$ cat config.mk
export PLATFORM = sky130hd
export DESIGN_NAME = trace_readout_master
export DESIGN_NICKNAME = d
export VERILOG_FILES = /design/src/rtl/trace_readout_master.sv
export SDC_FILE = /design/constraint.sdc
export NUM_CORES = 1
export LEC_CHECK = 0
export BUFFER_PORTS_ARGS = -buffer_cell sky130_fd_sc_hd__buf_2
export CAP_MARGIN = 10
export CORE_ASPECT_RATIO = 0.75
export CORE_MARGIN = 8
export CORE_UTILIZATION = 45
export DETAILED_ROUTE_END_ITERATION = 10
export GPL_TIMING_DRIVEN = 0
export PLACE_DENSITY_LB_ADDON = 0.2
export RECOVER_POWER = 25
export REMOVE_ABC_BUFFERS = 1
export SYNTH_ARGS = -nofsm -noshare
export SYNTH_HDL_FRONTEND = slang
export SYNTH_SLANG_ARGS = --single-unit
$ cat constraint.sdc
create_clock -name CLK_I -period 6.23 [get_ports CLK_I]
set_input_delay 0.3115 -clock CLK_I [delete_from_list [all_inputs] [get_ports CLK_I]]
set_output_delay 0.3115 -clock CLK_I [all_outputs]
set_load 0.05 [all_outputs]
$ cat src/rtl/trace_readout_master.sv
// ---------------------------------------------------------------------------
// trace_readout_master
//
// Purpose:
//   Host-side master for a trace buffer. It takes one command (control word
//   plus word count) from the host and sends the control word to the trace
//   buffer. It then polls the status channel until the trigger bit is set,
//   and streams the requested number of data words to the host through a
//   one-entry output register that sustains one word per cycle.
//
// Ports:
//   CLK_I, RST_I                   clock, asynchronous active-high reset
//   CMD_VALID_I / CMD_READY_O      host command handshake
//   CMD_CONF_I, CMD_COUNT_I        control word, number of words to read
//   ABORT_I                        abandon current operation (ignored in idle)
//   CONTROL_VALID_O/_READY_I/_O    control word channel to trace buffer
//   STATUS_VALID_I/_READY_O/_I     status channel from trace buffer
//   DATA_VALID_I/_READY_O/_I       data channel from trace buffer
//   HOST_VALID_O/_READY_I/_DATA_O  data stream forwarded to host
//   STAT_O                         last captured status word
//   DONE_O, ABORTED_O              one-cycle completion / abort pulses
// ---------------------------------------------------------------------------
module trace_readout_master #(
  parameter int TRB_WIDTH  = 32,
  parameter int CONF_WIDTH = 32,
  parameter int STAT_WIDTH = 32,
  parameter int CNT_WIDTH  = 16,
  parameter int TRG_BIT    = 0
) (
  input  logic                  CLK_I,
  input  logic                  RST_I,
  input  logic                  CMD_VALID_I,
  output logic                  CMD_READY_O,
  input  logic [CONF_WIDTH-1:0] CMD_CONF_I,
  input  logic [CNT_WIDTH-1:0]  CMD_COUNT_I,
  input  logic                  ABORT_I,
  output logic                  CONTROL_VALID_O,
  input  logic                  CONTROL_READY_I,
  output logic [CONF_WIDTH-1:0] CONTROL_O,
  input  logic                  STATUS_VALID_I,
  output logic                  STATUS_READY_O,
  input  logic [STAT_WIDTH-1:0] STATUS_I,
  input  logic                  DATA_VALID_I,
  output logic                  DATA_READY_O,
  input  logic [TRB_WIDTH-1:0]  DATA_I,
  output logic                  HOST_VALID_O,
  input  logic                  HOST_READY_I,
  output logic [TRB_WIDTH-1:0]  HOST_DATA_O,
  output logic [STAT_WIDTH-1:0] STAT_O,
  output logic                  DONE_O,
  output logic                  ABORTED_O
);

  typedef enum logic [2:0] {
    S_IDLE,
    S_SEND_CONF,
    S_WAIT_STAT,
    S_READ,
    S_DONE
  } state_t;

  state_t                  r_state;
  state_t                  w_next;

  // Set on every edge after reset; keeps CMD_READY_O low until the first
  // edge following reset release even though the state is already idle.
  logic                    r_live;
  logic [CONF_WIDTH-1:0]   r_conf;
  logic [CNT_WIDTH-1:0]    r_remain;
  logic                    r_host_valid;
  logic [TRB_WIDTH-1:0]    r_host_data;
  logic [STAT_WIDTH-1:0]   r_stat;
  logic                    r_aborted;

  logic w_abort;
  logic w_cmd_hs;
  logic w_ctl_hs;
  logic w_stat_hs;
  logic w_data_hs;
  logic w_host_hs;
  logic w_remain_zero;
  logic w_trig;

  assign w_abort       = ABORT_I && (r_state != S_IDLE);
  assign w_cmd_hs      = CMD_VALID_I && CMD_READY_O;
  assign w_ctl_hs      = CONTROL_VALID_O && CONTROL_READY_I;
  assign w_stat_hs     = STATUS_VALID_I && STATUS_READY_O;
  assign w_data_hs     = DATA_VALID_I && DATA_READY_O;
  assign w_host_hs     = r_host_valid && HOST_READY_I;
  assign w_remain_zero = (r_remain == '0);
  assign w_trig        = STATUS_I[TRG_BIT];

  // -------------------------------------------------------------------------
  // State register
  // -------------------------------------------------------------------------
  // NOTE: clocked state uses non-blocking assignments so every register
  // samples the pre-edge values of its neighbours, independent of block order.
  always_ff @(posedge CLK_I or posedge RST_I) begin
    if (RST_I) r_state <= S_IDLE;
    else       r_state <= w_next;
  end

  // -------------------------------------------------------------------------
  // Next-state logic; abort outranks every handshake
  // -------------------------------------------------------------------------
  // NOTE: w_next gets a default before the case so no path leaves it
  // unassigned, which would otherwise infer a latch.
  always_comb begin
    w_next = r_state;
    if (w_abort) begin
      w_next = S_IDLE;
    end else begin
      unique case (r_state)
        S_IDLE:      if (w_cmd_hs) w_next = S_SEND_CONF;
        S_SEND_CONF: if (w_ctl_hs) w_next = S_WAIT_STAT;
        S_WAIT_STAT: if (w_stat_hs && w_trig)
                       w_next = w_remain_zero ? S_DONE : S_READ;
        // Leave once every word is loaded and the output register is empty
        // or hands its last word to the host on this edge.
        S_READ:      if (w_remain_zero && (!r_host_valid || HOST_READY_I))
                       w_next = S_DONE;
        S_DONE:      w_next = S_IDLE;
        default:     w_next = S_IDLE;
      endcase
    end
  end

  // -------------------------------------------------------------------------
  // Output logic
  // -------------------------------------------------------------------------
  always_comb begin
    CMD_READY_O     = 1'b0;
    CONTROL_VALID_O = 1'b0;
    STATUS_READY_O  = 1'b0;
    DATA_READY_O    = 1'b0;
    DONE_O          = 1'b0;
    unique case (r_state)
      S_IDLE:      CMD_READY_O     = r_live;
      S_SEND_CONF: CONTROL_VALID_O = 1'b1;
      S_WAIT_STAT: STATUS_READY_O  = 1'b1;
      // Accept a word while words remain and the output register is free
      // or being drained on this same edge.
      S_READ:      DATA_READY_O    = !w_remain_zero &&
                                     (!r_host_valid || HOST_READY_I);
      S_DONE:      DONE_O          = 1'b1;
      default:     ;
    endcase
  end

  assign CONTROL_O   = r_conf;
  assign HOST_VALID_O = r_host_valid;
  assign HOST_DATA_O = r_host_data;
  assign STAT_O      = r_stat;
  assign ABORTED_O   = r_aborted;

  // -------------------------------------------------------------------------
  // Datapath: command capture, status capture, output register, word count
  // -------------------------------------------------------------------------
  // NOTE: the data registers are reset as well as the control state, since
  // CONTROL_O, HOST_DATA_O and STAT_O must read zero while reset is held.
  always_ff @(posedge CLK_I or posedge RST_I) begin
    if (RST_I) begin
      r_live       <= 1'b0;
      r_conf       <= '0;
      r_remain     <= '0;
      r_host_valid <= 1'b0;
      r_host_data  <= '0;
      r_stat       <= '0;
      r_aborted    <= 1'b0;
    end else begin
      r_live    <= 1'b1;
      r_aborted <= w_abort;

      if (w_cmd_hs) r_conf <= CMD_CONF_I;

      if (w_stat_hs && !w_abort) r_stat <= STATUS_I;

      // Command handshake happens only in idle, where abort is ignored, so
      // the two never collide. DATA_READY_O is low at zero remaining words,
      // so the decrement cannot wrap.
      if (w_cmd_hs) begin
        r_remain <= CMD_COUNT_I;
      end else if (w_abort) begin
        r_host_valid <= 1'b0;
        r_remain     <= '0;
      end else if (w_data_hs) begin
        r_host_valid <= 1'b1;
        r_host_data  <= DATA_I;
        r_remain     <= r_remain - CNT_WIDTH'(1);
      end else if (w_host_hs) begin
        r_host_valid <= 1'b0;
      end
    end
  end

endmodule
==> impl_metrics.toml <==
[run_status]
outcome = "finished with violations"
violations = "capacitance limit, slew limit"

[critical_path]
crit_chain = "inv_1 -> ha_1 -> or4b_1 -> nor4_4 -> nor2_1 -> and3_1 -> buf_2"
crit_fanout = 9
criticalPathCategory = "register to primary output"
required_ps = 5920
startpoint_type = "register"
cp-end-kind = "primary output"
critPathArrivalTime_ps = 2890
critical_path.max_stage_delay_ps = 650
cp_slowest_cell = "nor4_4"

[clocking]
htree_levels = 4
cts_made_buffers = 17
root_buffer = "clkbuf_16"
worst_skew_pair.late_latency_ps = 400
cts.path.max_buffers = 2
tritoncts = "built"
post_cts_resize_count = 0
cts_sinks = 118
clk_pin_slew_ps = 60

[power]
power.density_nw_per_um2 = 675.3
total_leakage_power_uw = 0.003523
pwr-share-seq_pct = 28.6
p_switching_uw = 2190
intPower_uw = 2493
clkPwrFrac_pct = 21.6
ir_drop_mv = 0.4059
combPwrFrac_pct = 49.8
swShare_pct = 46.76

[global_route]
grt_max_degree = 61
antenna_found_initial = 0
grt_use_total_pct = 18.24
busiest_layer = "met2"
use_met1_pct = 20.44
grt_util_met2_pct = 29.23
grt_pass1_wl_um = 21550
grt_use_met3_pct = 9.083
grt_remaining_overflow = 0
grt_pass1_vias = 4071

[routing]
ant_nets = 0
detail_route.vias_per_cell = 5.028
via_count = 3726
drc_errors = 0
wl_per_cell_um = 18.40
routed_wl_um = 13630
drtPass1Iterations = 5
drt_iter0_drc = 169

[synthesis]
ys_seq_area_share_pct = 58.29
ys_async_sr_fraction_pct = 100.0
syn_area_um2 = 5066
ys.flop_type = "dfrtp_1"
synth_seq_cells = 118
synth_cells = 361
synth_edf_count = 0
synth.distinct_cells = 45
avgSynthCellArea_um2 = 14.03
ys_warn_count = 0

[finish]
area_growth_pct = 36.90
mostFrequentLayoutCell = "buf_2"
instances_no_fill = 741
final_cell_mix = "buf_2, dfrtp_1, mux2_2"
fill_cells = 826
nets = 710
diodes = 0
drive_gt1_share_pct = 57.90

[sta]
slew_headroom_pct = -80.86
finalWorstPathRequiredPeriod_ps = 3206
skew_ps = 8.090
max_freq_mhz = 311.9
final_max_slew_viol_count = 60
setup-tns-final_ps = 0
rsz0062_at_grt = "no"
period_share_pct = 51.46
final-hold-violation-count = 0
worstMarginPinSlew_ps = 2698
finalSetupViolCount = 0

[die]
ioPinCount = 223
num_rows = 33
core_um2 = 10940
die_y_um = 107.9
start_util_pct = 46.30
die_area_um2 = 14940
die_w_um = 138.5

[min_path]
hold_class = "primary input to register"

[place]
dp_hpwl_um = 10280
io_buffers = 222
gp_congestion = 0.8137
place_inst = 709

[job]
cap_violations = 1
[Yosys cell counts (all sizes together), types with 7 or more instances]
cell type / instances / area [µm²]
dfrtp: 118 / 2953
clkbuf: 10 / 37.54
nor2: 14 / 60.06
buf: 7 / 76.32
nor3: 9 / 45.04
xnor2: 11 / 96.34
o21ai: 15 / 75.07
mux2: 96 / 1190
nand2: 17 / 71.32
nor4: 10 / 77.57
[state kept, by name, indices dropped and copies added, names as in the netlist]
register      count
ABORTED_O         1
HOST_DATA_O      32
CONTROL_O        32
r_state           3
STAT_O           32
r_live            1
HOST_VALID_O      1
r_remain         16
[layout make-up]
cell class	instances	area (µm²)	area share [%]
sequential	118	2953	42.58
multi-input combinational	222	1992	28.72
timing repair buffer	226	1180	17.01
clock buffer	24	501.7	7.234
tap	140	175.2	2.526
clock inverter	7	117.6	1.696
inverter	4	16.27	0.2345
[power by group through the flow]
stage          sequential (µW)  combinational, µW  clock, µW
6_report                  1340               2330       1010
5_1_grt                   1390               2450       1070
4_1_cts                   1340               2370       1030
3_5_place_dp              1340               2360          0
3_3_place_gp              1320               2320          0
2_1_floorplan             2400                714          0
[final timing paths]
check | from | cells past startpoint | slack (ps) | endpoint
max reg2reg | r_remain[0]$_DFFE_PP0P_ | 7 | 3160 | HOST_DATA_O[30]$_DFFE_PP0P_
max | r_remain[0]$_DFFE_PP0P_ | 7 | 3020 | DATA_READY_O
min in group asynchronous | RST_I | 3 | 1210 | HOST_DATA_O[31]$_DFFE_PP0P_
min | CMD_COUNT_I[7] | 3 | 120 | r_remain[7]$_DFFE_PP0P_
min reg2reg | CONTROL_O[25]$_DFFE_PP0P_ | 1 | 500 | CONTROL_O[25]$_DFFE_PP0P_
max in group asynchronous | RST_I | 3 | 3780 | r_state[2]$_DFFE_PP0P_
[cell families after synthesis]
logic type / share of synthesized area (%)
buf+inv: 2.544
flops: 58.29
other cells: 0.07402
fa+ha+maj: 0.2469
xor+xnor: 1.902
mux: 23.88
simple gates: 9.657
compound gates: 3.409
[per-stage QoR]
step                      power (µW)  area [µm²]  worst slack [ps]  util, %  hold slack, ps
after global placement          3636        6238             674.5    57.02           481.0
final                           4683        6935              3024    63.38           115.3
after global routing            4899        6935              2859    63.38           109.4
after detailed placement        3698        6326              3173    57.82           420.4
after floorplan                 3113        4952              1959        -           377.9
after CTS                       4736        6955              3000    63.57           97.14
[worst max-delay path, delay by kind of cell, from the launching register on]
family | cells | cell delay, ps
fa+ha+maj | 1 | 180
buf+inv | 2 | 280
flops | 1 | 410
simple gates | 4 | 1630
[layer usage]
metal	routed length, µm	up-vias
met5	0	-
met4	148	0
met3	1529	10
met2	6458	177
met1	5496	1800
li1	-	1739
[timing repair]
item	CTS	global route
hold buffers	1	0
hold endpoints to repair	45	0
setup buffers	0	0
Power figures use the tool's default switching activity.
